### src/rtl/latch_bank_pkg.sv
// latch_bank_pkg: shared types and widths for the latch bank controller.
// Holds the write FSM state enum, data/key widths and a one-hot helper.
package latch_bank_pkg;

  localparam int LAT_W = 4;
  localparam int KEY_W = 8;

  typedef enum logic [2:0] {
    IDLE,
    SETUP,
    STROBE,
    HOLD,
    DONE
  } state_t;

  function automatic logic [1:0] onehot2(
    input logic idx
  );
    return idx ? 2'b10 : 2'b01;
  endfunction

endpackage

### src/rtl/latch_bank_ctrl_rr_arb2.sv
// rr_arb2: two-way round-robin arbiter for the latch bank controller.
// Ports: clk, rst (sync, high), req[1:0], take (grant accepted),
//        gnt_idx (winning requester), gnt_any (some request pending).
import latch_bank_pkg::*;

module rr_arb2 (
  input  logic       clk,
  input  logic       rst,
  input  logic [1:0] req,
  input  logic       take,
  output logic       gnt_idx,
  output logic       gnt_any
);

  // Index of the last requester served; reset to 1 so 0 wins first.
  logic last;

  assign gnt_any = |req;

  always_comb begin
    gnt_idx = 1'b0;
    unique case (req)
      2'b01:   gnt_idx = 1'b0;
      2'b10:   gnt_idx = 1'b1;
      2'b11:   gnt_idx = ~last;
      default: gnt_idx = 1'b0;
    endcase
  end

  always_ff @(posedge clk) begin
    if (rst) begin
      last <= 1'b1;
    end else if (take && gnt_any) begin
      last <= gnt_idx;
    end
  end

endmodule

### src/rtl/latch_bank_ctrl.sv
// latch_bank_ctrl: arbitrated writer for a 4-bit latch bank, with
// setup/strobe/hold timing and an optional key lock.
// Optional lock: define LATCH_BANK_CTRL_LOCK_EN to build the key logic.
// Ports:
//   clk, rst          clock, synchronous active-high reset
//   req[1:0]          level write requests, held until ack
//   wdata0, wdata1    write data of requester 0 / 1
//   ack[1:0]          one-cycle completion pulse to granted requester
//   err[1:0]          one-cycle reject pulse while locked
//   lat_d, lat_le     latch bank data and enable
//   key_valid, key    key presentation strobe and value
//   unlocked, lockout key accepted / permanent lockout
//   shadow_q          copy of last value written to the bank
import latch_bank_pkg::*;

module latch_bank_ctrl #(
  parameter int               PULSE_W  = 2,
  parameter int               HOLD_W   = 1,
  parameter logic [KEY_W-1:0] KEY      = 8'hA5,
  parameter int               MAX_FAIL = 3
) (
  input  logic             clk,
  input  logic             rst,
  input  logic [1:0]       req,
  input  logic [LAT_W-1:0] wdata0,
  input  logic [LAT_W-1:0] wdata1,
  output logic [1:0]       ack,
  output logic [1:0]       err,
  output logic [LAT_W-1:0] lat_d,
  output logic             lat_le,
  input  logic             key_valid,
  input  logic [KEY_W-1:0] key,
  output logic             unlocked,
  output logic             lockout,
  output logic [LAT_W-1:0] shadow_q
);

  localparam logic [3:0] PW_M1 = 4'(PULSE_W - 1);
  localparam logic [3:0] HW_M1 = 4'(HOLD_W - 1);

  state_t     state;
  logic [3:0] cnt;
  logic       gidx;
  logic       arb_idx;
  logic       arb_any;
  logic       take;

  // Arbiter pointer only advances when IDLE actually issues a grant.
  assign take = (state == IDLE) && unlocked;

  rr_arb2 u_arb (
    .clk     (clk),
    .rst     (rst),
    .req     (req),
    .take    (take),
    .gnt_idx (arb_idx),
    .gnt_any (arb_any)
  );

`ifdef LATCH_BANK_CTRL_LOCK_EN
  localparam int FW = (MAX_FAIL < 2) ? 1 : $clog2(MAX_FAIL + 1);
  localparam logic [FW-1:0] FMAX = FW'(MAX_FAIL);

  logic [FW-1:0] fails;
  logic          unl_q;
  logic          lock_q;
  logic [1:0]    err_q;

  assign unlocked = unl_q;
  assign lockout  = lock_q;
  assign err      = err_q;

  // Once lockout is set no key is evaluated until reset.
  always_ff @(posedge clk) begin
    if (rst) begin
      fails  <= '0;
      unl_q  <= 1'b0;
      lock_q <= 1'b0;
    end else if (key_valid && !unl_q && !lock_q) begin
      if (key == KEY) begin
        unl_q <= 1'b1;
      end else begin
        if (fails != FMAX) begin
          fails <= fails + 1'b1;
        end
        if (fails >= FMAX - 1'b1) begin
          lock_q <= 1'b1;
        end
      end
    end
  end
`else
  logic unused_key;

  assign unused_key = ^{key_valid, key};
  assign unlocked   = 1'b1;
  assign lockout    = 1'b0;
  assign err        = 2'b00;
`endif

  always_ff @(posedge clk) begin
    if (rst) begin
      state    <= IDLE;
      cnt      <= '0;
      gidx     <= 1'b0;
      lat_d    <= '0;
      lat_le   <= 1'b0;
      ack      <= 2'b00;
      shadow_q <= '0;
`ifdef LATCH_BANK_CTRL_LOCK_EN
      err_q    <= 2'b00;
`endif
    end else begin
      ack <= 2'b00;
`ifdef LATCH_BANK_CTRL_LOCK_EN
      err_q <= 2'b00;
`endif
      unique case (state)
        IDLE: begin
          if (arb_any && unlocked) begin
            gidx  <= arb_idx;
            lat_d <= arb_idx ? wdata1 : wdata0;
            state <= SETUP;
          end
`ifdef LATCH_BANK_CTRL_LOCK_EN
          else if (arb_any) begin
            err_q <= req;
          end
`endif
        end
        SETUP: begin
          lat_le <= 1'b1;
          cnt    <= PW_M1;
          state  <= STROBE;
        end
        STROBE: begin
          if (cnt == 4'd0) begin
            lat_le <= 1'b0;
            cnt    <= HW_M1;
            state  <= HOLD;
          end else begin
            cnt <= cnt - 4'd1;
          end
        end
        HOLD: begin
          if (cnt == 4'd0) begin
            ack      <= onehot2(gidx);
            shadow_q <= lat_d;
            state    <= DONE;
          end else begin
            cnt <= cnt - 4'd1;
          end
        end
        DONE: begin
          state <= IDLE;
        end
        default: begin
          state <= IDLE;
        end
      endcase
    end
  end

endmodule

### config.mk
export PLATFORM = sky130hd
export DESIGN_NAME = latch_bank_ctrl
export DESIGN_NICKNAME = d
export VERILOG_FILES = /design/src/rtl/latch_bank_pkg.sv /design/src/rtl/latch_bank_ctrl_rr_arb2.sv /design/src/rtl/latch_bank_ctrl.sv
export SDC_FILE = /design/constraint.sdc
export NUM_CORES = 1
export LEC_CHECK = 0
export ABC_AREA = 1
export CAP_MARGIN = 20
export CORE_MARGIN = 2
export CORE_UTILIZATION = 46
export DETAILED_ROUTE_END_ITERATION = 7
export PLACE_DENSITY = 0.9
export RECOVER_POWER = 25
export SETUP_SLACK_MARGIN = 0.5
export SYNTH_ARGS = -nofsm -noshare
export SYNTH_HDL_FRONTEND = slang
export SYNTH_SLANG_ARGS = --single-unit
### constraint.sdc
create_clock -name clk -period 2.3 [get_ports clk]
set_clock_uncertainty 0.15 [all_clocks]
set_input_delay 0.23 -clock clk [delete_from_list [all_inputs] [get_ports clk]]
set_output_delay 0.23 -clock clk [all_outputs]
set_load 0.01 [all_outputs]
# Yosys cells after proc, flatten, opt, wreduce, memory -nomap -nowiden
# Cells that the tools add are included.
[word_totals] ramBits=0 mem_count=0 rom_bits=0 regBits=20 word_cells=45 out_inout_bits=15 latchBits=0
[classes] shifts=0 magnitude_cmp=0 div_mod_pow=0 n_mul=0 bitwise_logic=3 reduce_logical=12 muxes=12 eq_ne=9 n_addsub=1
[ops] operator="$mux W4" count=3
[ops] operator="$pmux W3 S4" count=1
[ops] operator="$pmux W4 S3" count=1
[ops] operator="$mux W3" count=3
[ops] operator="$ne A2 B2 Y1 const B" count=4
[ops] operator="$reduce_and A2 Y1" count=4
[ops] operator="$eq A3 B2 Y1 const B" count=2
[ops] operator="$eq A2 B2 Y1 const B" count=2
[ops] operator="$logic_not A4 Y1" count=1
[ops] operator="$pmux W1 S2" count=2
[ops] operator="$sub A4 B1 Y4 const B" count=1
[ops] operator="$eq A3 B1 Y1 const B" count=1
[ops] operator="$logic_not A3 Y1" count=1
[ops] operator="$not A1 Y1" count=3
[ops] operator="$reduce_and A3 Y1" count=1
[ops] operator="$reduce_bool A3 Y1" count=1
[ops] operator="$reduce_or A3 Y1" count=1
[ops] operator="$mux W2" count=1
[ops] operator="$reduce_bool A2 Y1" count=1
[ops] operator="$reduce_or A2 Y1" count=1
[ops] operator="$logic_and A1 B1 Y1" count=1
[ops] operator="$mux W1" count=1

# Longest topological paths before layout
# Gate-level depths: netlist of the first run.
[depth] word_depth=3 ltp_mapped=9 mapped_depth_nobuf=9

# Hierarchy
# From an unflattened synthesis of the first run, not the netlist that was laid out.
[hier_totals] cells_unflattened=130 hier_area_um2=987.2
[modules_own_cells] mod="latch_bank_ctrl" seq_area_each_um2=380.4 n_inst=1 cells_each=121 area_per_inst_um2=927.1
[modules_own_cells] mod="rr_arb2" seq_area_each_um2=20.0 n_inst=1 cells_each=9 area_per_inst_um2=60.1

# Worst setup path before layout of the first run
# Ideal clock, no wire load.
[synth_timing] path_kind="register -> register" start="register cnt[0]" end="register cnt[2]" setup_slack_ps=938 setup_ps=110 synth_period_minus_slack_ps=1362 arrival_time_ps=1103 path_stages_with_launch=10 required_time_ps=2040 n_path_buf=1 path_cell_list="dfxtp_1 inv_1 ha_1 nand2_1 nor2_2 nand2_2 buf_6 nand4_1 nand2_1 nor2_2"
[synth_between] elab_chain_len=3
[synth_lines] item="from (decl)" line_no="latch_bank_ctrl.sv:42" rtl="logic [3:0] cnt;"
[synth_lines] item="from (signal assigned)" line_no="latch_bank_ctrl.sv:142" rtl="cnt <= cnt - 4'd1;"
[synth_lines] item="from (signal assigned)" line_no="latch_bank_ctrl.sv:151" rtl="cnt <= cnt - 4'd1;"
[synth_lines] item="$sub A4 B1 Y4 or $logic_not A4 Y1 (tied branches)"
[synth_lines] item="$mux W4 (tied with other cells)" line_no="latch_bank_ctrl.sv:146" rtl="if (cnt == 4'd0) begin"
[synth_lines] item="$pmux W4 S3 or $reduce_and A2 Y1 (tied branches)"
# Parallel ways exist; a longest one is shown, timed or not. The select of a mux whose other input is x is not followed.
# A chain may end at the register's enable or synchronous reset.

# Worst setup path in the final report of the first run
[layout_timing] start="register cnt[0]" end="register cnt[0]"
# The elaborated chain is that of the path after synthesis.

==> results_dict.tcl, run 1 <==
set metrics [dict create \
    dr_wl_met2_um 1060 \
    drt-initial-drc-count 8 \
    power_frac_comb_pct 49.6 \
    portBuffers 22 \
    ctsResizeCount 0 \
    num_antenna_cells 0 \
    drt_wl_total_um 2010 \
    tns_ns 0 \
    grt_pass1_wl_um 3490 \
    die_y_um 50.2 \
    arrival_ns 1.76 \
    grt_pass1_vias 827 \
    setup_viol 0 \
    core-area_um2 1980 \
    overflow 0 \
    pre_cts_ws_ns 0.560 \
    io_pins 36 \
    vias_per_cell 5.01 \
    hold_viol 0 \
    synth_top_area_share_pct 40.7 \
    drive_above_1_share_pct 11.1 \
    hpwl_um 1640 \
    dieArea_um2 2520 \
    cts-root-buf "clkbuf_4" \
    crit_start "cnt[0]" \
    pwr-share-clk_pct 12.0 \
    startpoint_type "register" \
    yosysWarnings 0 \
    cp.required_ns 2.35 \
    gp_congestion 0.818 \
    fin_crit_ns 1.71 \
    fin_area_um2 1210 \
    start_util_pct 49.6 \
    grt.total_usage_pct 18.1 \
    reg2reg_from "cnt[0]" \
    setup_slack_ns 0.594 \
    p_int_mw 0.802 \
    ant_nets 0 \
    top_layer "met4" \
    drc 0 \
    worstHoldStart "lat_le" \
    synth_top_area_cell "dfxtp_1" \
    path_class "register to register" \
    syn_area_um2 983 \
    powerDensity_nw_per_um2 1150 \
    avgSynthCellArea_um2 7.45 \
    cts_max_path_buffers 2 \
    clkSlewWorstSetupHoldPaths_ns 0.10 \
    seq_area_frac_synth_pct 40.7 \
    fillers 175 \
    clock_latency_ns 0.30 \
    clock_sinks 20 \
    rows 16 \
    ys_seq_elements 20 \
    whs_ns 0.317 \
    switching_share_pct 42.5 \
    ys_top_cells_by_area "dfxtp_1 (41%), nand2_1 (7.6%), a21oi_1 (7.1%)" \
    wire_per_inst_um 11.2 \
    postCtsSetupBuffers 0 \
    max_freq_ghz 0.586 \
    p_sw_mw 0.592 \
    finalCritPeriodShare_pct 74.2 \
    outcome "complete, no violations" \
    met1Wirelength_um 801 \
    holdCritPathClass "register to register" \
    antenna_found_initial 0 \
    drv_slew 0 \
    syn_inst 132 \
    vias 902 \
    worstPathMaxFanout 13 \
    vdd_drop_max_mv 0.666 \
    rsz0062_at_grt "false" \
    end_kind "register" \
    p_seq_share_pct 38.4 \
    h-tree-depth 1 \
    first_pass_iters 4 \
    dieWidth_um 50.2 \
    hold_buffers 0 \
    place_area_um2 1200 \
    synthDistinctLibCells 24 \
    syn_to_final_growth_pct 23.2 \
    grt_max_degree 14 \
    finish.net_count 178 \
    cts_tree "done" \
    dr_wl_met3_um 90 \
    cts_buffers 3 \
    drv_cap 0 \
    p_leak_nw 0.524 \
]
==> cells in the mapped netlist (all sizes together) <==
library cell,count
conb,2
buf,6
nand3,10
dfxtp,20
clkbuf,1
nor2,20
nor3,2
nand2,25
ha,2
a21oi,14
inv,16
o21ai,11
nor3b,1
nand4,2
==> per-stage QoR <==
| step | power (mW) | std cells | utilization [%] |
|---|---|---|---|
| finish | 1.39 | 180 | 61.1 |
| CTS | 1.41 | 180 | 61.5 |
| global route | 1.51 | 180 | 61.1 |
| detailed placement | 1.25 | 177 | 60.4 |
| floorplan | 1.04 | 134 | - |
| global placement | 1.20 | 177 | 60.4 |
==> layer usage <==
layer	up-vias	GRT usage, %
met2	24	32.7
li1	459	-
met3	7	3.57
met4	0	8.33
met1	412	20.3
met5	-	0
==> final timing paths <==
kind	slack, ns	cells after the start	end
setup / recovery	0.59	9	cnt[0]
hold / removal	0.32	2	lat_le
setup reg to reg	0.59	9	cnt[0]
hold reg to reg	0.32	2	lat_le
==> logic make-up after synthesis <==
family,after synthesis,share of synthesized area [%]
AOI/OAI and AO/OA,25,13.9
adders and majority gates,2,2.54
buffers and inverters,23,11.8
DFF,20,40.7
other,2,0.764
and+or+nand+nor,60,30.3
==> area by class of cell <==
| cell class | instances | area, um2 | area share (%) |
|---|---|---|---|
| inverter | 16 | 60.1 | 4.96 |
| tap | 27 | 33.8 | 2.79 |
| sequential | 20 | 400 | 33.1 |
| timing repair buffer | 23 | 228 | 18.8 |
| clock buffer | 3 | 22.5 | 1.86 |
| multi-input combinational | 91 | 467 | 38.5 |
==> power groups by stage <==
stage	Sequential (mW)	Clock [mW]	Combinational (mW)
2_1_floorplan	0.549	0	0.490
3_5_place_dp	0.542	0	0.705
4_1_cts	0.535	0.168	0.711
6_report	0.535	0.168	0.692
3_3_place_gp	0.539	0	0.662
5_1_grt	0.550	0.184	0.779
==> sequential cells by signal, indices dropped and copies added, names as in the netlist <==
register    count
ack             2
lat_d           4
u_arb.last      1
shadow_q        4
lat_le          1
gidx            1
cnt             4
state           3
==> cell usage in the layout (no fill, tap or decap), drive strengths merged, types with 3 or more instances in the layout <==
| cell type | netlist | routed |
|---|---|---|
| conb | 2 | 4 |
| o21ai | 11 | 11 |
| a21oi | 14 | 14 |
| dfxtp | 20 | 20 |
| inv | 16 | 16 |
| nand3 | 10 | 10 |
| nor2 | 20 | 20 |
| clkdlybuf4s50 | 0 | 21 |
| nand2 | 25 | 25 |
| clkbuf | 1 | 3 |
==> critical path: stages, from the launching register on <==
cell,delay (ns)
dfxtp_1,0.34
inv_1,0.10
ha_1,0.19
nand2_1,0.06
nor2_1,0.18
nand2_2,0.24
nand2_2,0.18
nand2_1,0.06
nand2_1,0.06
nor2_1,0.05
Note: power is estimated with default switching activity, not from simulation.
==> inputs of run 2 (changes only) <==
- CORE_UTILIZATION: 46 -> 39
- PLACE_DENSITY: 0.9 -> 0.82
- clock period: 2.3 -> 1.45 ns (I/O delays scaled with it)
==> run 2 against run 1 <==
Against the previous run:
- clock power grew 67%
- power grew 130%
- non-clock buffer count grew 20
- register-to-register slack lost 0.58 ns
- combinational power grew to 2.9 times the previous value
- largest power group unchanged
- cell area grew 28%
- die area grew 16%
==> results_dict.tcl, run 2 (synthesis results as in run 1) <==
set metrics [dict create \
    tns_ns 0 \
    end_kind "register" \
    rsz0062_at_grt "true" \
    drt_wl_total_um 2620 \
    num_antenna_cells 0 \
    core-area_um2 2430 \
    p_leak_nw 0.705 \
    start_util_pct 40.4 \
    startpoint_type "register" \
    cts-root-buf "clkbuf_4" \
    io_pins 36 \
    drv_cap 0 \
    finish.net_count 199 \
    clkSlewWorstSetupHoldPaths_ns 0.12 \
    cts_max_path_buffers 2 \
    grtUsageMet2_pct 33.9 \
    fillers 205 \
    rows 18 \
    drive_above_1_share_pct 45.7 \
    r2r_cells 9 \
    clock_latency_ns 0.31 \
    hold_buffers 0 \
    vias 1029 \
    cts_buffers 3 \
    max_freq_ghz 0.695 \
    multi_input_area_um2 613 \
    die_y_um 54.2 \
    setup_slack_ns 0.0111 \
    final_cell_mix "buf_4 (17), nor2_1 (15), nand2_1 (14)" \
    fin_crit_ns 1.44 \
    worstPathMaxFanout 6 \
    grt_pass1_vias 933 \
    drc 0 \
    pre_cts_ws_ns -0.0425 \
    vdd_drop_max_mv 1.07 \
    dieWidth_um 54.2 \
    vias_per_cell 5.02 \
    p_total_mw 3.17 \
    path_class "register to register" \
    holdCritPathClass "input port to register" \
    grt.total_usage_pct 19.0 \
    h-tree-depth 1 \
    powerDensity_nw_per_um2 2040 \
    ant_nets 0 \
    place_area_um2 1280 \
    setup_viol 0 \
    hold_depth 3 \
    regArea_um2 415 \
    cts_tree "done" \
    dieArea_um2 2940 \
    grt_use_met1_pct 20.8 \
    wire_per_inst_um 12.8 \
    antenna_found_initial 0 \
    grt_max_degree 12 \
    grt_util_met3_pct 3.55 \
    fin_area_um2 1550 \
    busiest_layer "met2" \
    clock_sinks 20 \
    drv_slew 0 \
    hold_viol 0 \
    portBuffers 22 \
    arrival_ns 1.48 \
    syn_to_final_growth_pct 57.9 \
    cp.required_ns 1.50 \
    grt_pass1_wl_um 3970 \
    hpwl_um 1650 \
    layout.cells.most_common "buf_4" \
    fin_util_pct 63.8 \
    top_regs "cnt (4), lat_d (4), shadow_q (4)" \
    drt-initial-drc-count 21 \
    gp_congestion 0.782 \
    first_pass_iters 4 \
    overflow 0 \
    outcome "complete, no violations" \
    finalCritPeriodShare_pct 99.2 \
]
==> run 2: cell types whose count changed in the layout (fill, tap and decap cells not counted), sizes merged <==
cell | previous run | this run
clkbuf | 3 | 5
dlygate4sd3 | 1 | 0
nand2 | 25 | 26
clkdlybuf4s50 | 21 | 11
buf | 1 | 31
==> run 2: cell type report <==
type / instances / area share, %
clock buffer: 4 / 1.69
tap: 30 / 2.42
multi-input combinational: 92 / 39.5
sequential: 20 / 26.8
inverter: 16 / 4.35
timing repair buffer: 43 / 25.3
==> run 2: power breakdown <==
group	internal (mW)	total [mW]	leakage (nW)	switching, mW
Sequential	0.739	0.902	0.168	0.163
Clock	0.107	0.281	0.0150	0.173
Combinational	0.969	1.99	0.522	1.02
==> run 2: what timing repair did <==
action / in CTS / in global routing
buffers inserted: 10 / 3
endpoints found under the setup margin: 31 / 31
pin swaps: 14 / 3
cloned: 1 / 0
gates resized for setup: 86 / 13
==> run 2: worst max-delay path, cell delays in order (launching register included) <==
cell and delay (ns):
dfxtp_2 0.35, inv_2 0.07, ha_4 0.14, nand2_4 0.05
nor2_4 0.15, nand2_4 0.12, nand2_4 0.10, nand2_2 0.05
nand2_1 0.08, nor2_1 0.06
==> run 2: metal layers <==
metal / share of wire, % / wire length [um] / vias up
met2: 53 / 1390 / 30
met1: 40 / 1050 / 486
met4: 3.7 / 97 / 0
li1: - / - / 502
met5: 0 / 0 / -
met3: 3.4 / 88 / 11
==> run 2: final timing paths <==
path | slack [ns] | end | from
setup / recovery | 0.01 | cnt[0] | cnt[1]
hold / removal | 0.25 | lat_d[1] | wdata1[1]
hold reg to reg | 0.34 | ack[0] | gidx
setup reg to reg | 0.01 | cnt[0] | cnt[1]
==> run 2: metrics by stage <==
stage                     cells  hold slack, ns
after floorplan             134           0.155
after global placement      187           0.293
after detailed placement    187           0.299
after CTS                   202           0.254
after global routing        205           0.292
final                       205           0.248
==> inputs of run 3 (changes only) <==
- CTS_CLUSTER_SIZE: unset -> 8
- RECOVER_POWER: 25 -> unset
==> run 3 against run 2 <==
Against the previous run:
- worst setup slack unchanged
- core utilization up 0.26 points
- via count unchanged
- cell count unchanged
- clock power about the same
- first-iteration DRC count unchanged
- critical path type unchanged
- largest cell class unchanged
==> results_dict.tcl, run 3 (synthesis results as in run 1) <==
set metrics [dict create \
    outcome "complete, no violations" \
    grt.total_usage_pct 19.0 \
    cts_tree "done" \
    hold_buffers 0 \
    grt_use_met1_pct 20.8 \
    p_leak_nw 0.711 \
    cts_max_path_buffers 2 \
    drt_wl_total_um 2620 \
    num_antenna_cells 0 \
    die_y_um 54.2 \
    syn_to_final_growth_pct 58.5 \
    finish.net_count 199 \
    grt_max_degree 12 \
    core-area_um2 2430 \
    gp_congestion 0.782 \
    clock_sinks 20 \
    grt_util_met3_pct 3.55 \
    startpoint_type "register" \
    regArea_um2 420 \
    top_regs "cnt (4), lat_d (4), shadow_q (4)" \
    dieWidth_um 54.2 \
    drc 0 \
    antenna_found_initial 0 \
    vias 1029 \
    drt-initial-drc-count 21 \
    portBuffers 22 \
    clkSlewWorstSetupHoldPaths_ns 0.12 \
    hold_viol 0 \
    max_freq_ghz 0.695 \
    fin_crit_ns 1.44 \
    arrival_ns 1.48 \
    multi_input_area_um2 613 \
    drv_slew 0 \
    holdCritPathClass "input port to register" \
    worstPathMaxFanout 6 \
    switching_share_pct 42.6 \
    finalCritPeriodShare_pct 99.2 \
    io_pins 36 \
    path_class "register to register" \
    clock_latency_ns 0.31 \
    cts-root-buf "clkbuf_4" \
    fin_cells 205 \
    cts_buffers 3 \
    fin_util_pct 64.1 \
    overflow 0 \
    grtUsageMet2_pct 33.9 \
    drive_above_1_share_pct 48.6 \
    first_pass_iters 4 \
    drv_cap 0 \
    p_int_mw 1.82 \
    grt_pass1_wl_um 3970 \
    setup_viol 0 \
    final_cell_mix "buf_4 (17), nor2_1 (15), nand2_1 (14)" \
    powerDensity_nw_per_um2 2040 \
    busiest_layer "met2" \
    end_kind "register" \
    p_sw_mw 1.35 \
    dieArea_um2 2940 \
    p_seq_share_pct 28.6 \
    cp.required_ns 1.50 \
    hpwl_um 1650 \
    dp_cells 187 \
    grt_pass1_vias 933 \
    ant_nets 0 \
    vias_per_cell 5.02 \
    pwr-share-clk_pct 8.8 \
    wire_per_inst_um 12.8 \
    h-tree-depth 1 \
    layout.cells.most_common "buf_4" \
    fillers 201 \
    start_util_pct 40.4 \
    rsz0062_at_grt "true" \
    power_frac_comb_pct 62.6 \
    vdd_drop_max_mv 1.07 \
    rows 18 \
]
## run 3: cell types whose count changed in the layout (fill, tap and decap cells not counted), sizes merged
cell	delta
buf	+1
clkbuf	-1
## run 3: power groups by stage
stage          combinational (mW)  clock [mW]  sequential [mW]
2_1_floorplan               0.838           0            0.890
3_3_place_gp                 1.24           0            0.871
3_5_place_dp                 1.30           0            0.879
4_1_cts                      1.75       0.279            0.899
5_1_grt                      2.15       0.295            0.922
6_report                     1.99       0.281            0.908
## run 3: path summary, 6_finish.rpt
kind	from	slack [ns]	end	cells after the start
max reg2reg	cnt[1]	0.01	cnt[0]	9
max	cnt[1]	0.01	cnt[0]	9
min reg2reg	gidx	0.34	ack[0]	1
min	wdata1[1]	0.25	lat_d[1]	3
## run 3: what timing repair did
action	4_1_cts	5_1_grt
gates cloned	1	0
pin swaps	14	3
gates resized for setup	86	13
setup endpoints to repair	31	31
buffers inserted	10	3
## run 3: worst max-delay path, stage by stage, from the launching register on
cell and delay, ns:
dfxtp_2 0.35, inv_2 0.07, ha_4 0.14, nand2_4 0.05
nor2_4 0.15, nand2_4 0.12, nand2_4 0.10, nand2_2 0.05
nand2_1 0.08, nor2_1 0.06
## run 3: area by class of cell
| class | instances | share of cell area, % |
|---|---|---|
| sequential | 20 | 27.0 |
| tap | 30 | 2.41 |
| timing repair buffer | 43 | 25.3 |
| inverter | 16 | 4.33 |
| multi-input combinational | 92 | 39.3 |
| clock buffer | 4 | 1.69 |
## run 3: through the flow
stage          hold WS [ns]  setup slack (ns)  cell area, um2  power [mW]  TNS [ns]
6_report              0.248            0.0111            1560        3.18         0
5_1_grt               0.287           -0.0235            1560        3.37    -0.118
4_1_cts               0.254            0.0777            1490        2.93         0
3_5_place_dp          0.299           -0.0425            1280        2.18   -0.0853
3_3_place_gp          0.293           0.00293            1280        2.11         0
2_1_floorplan         0.155             0.130            1020        1.73         0
## run 3: layer usage
layer	vias to the layer above	part of all wire, %
met5	-	0
met4	0	3.7
met3	11	3.4
met2	30	53
met1	486	40
li1	502	-
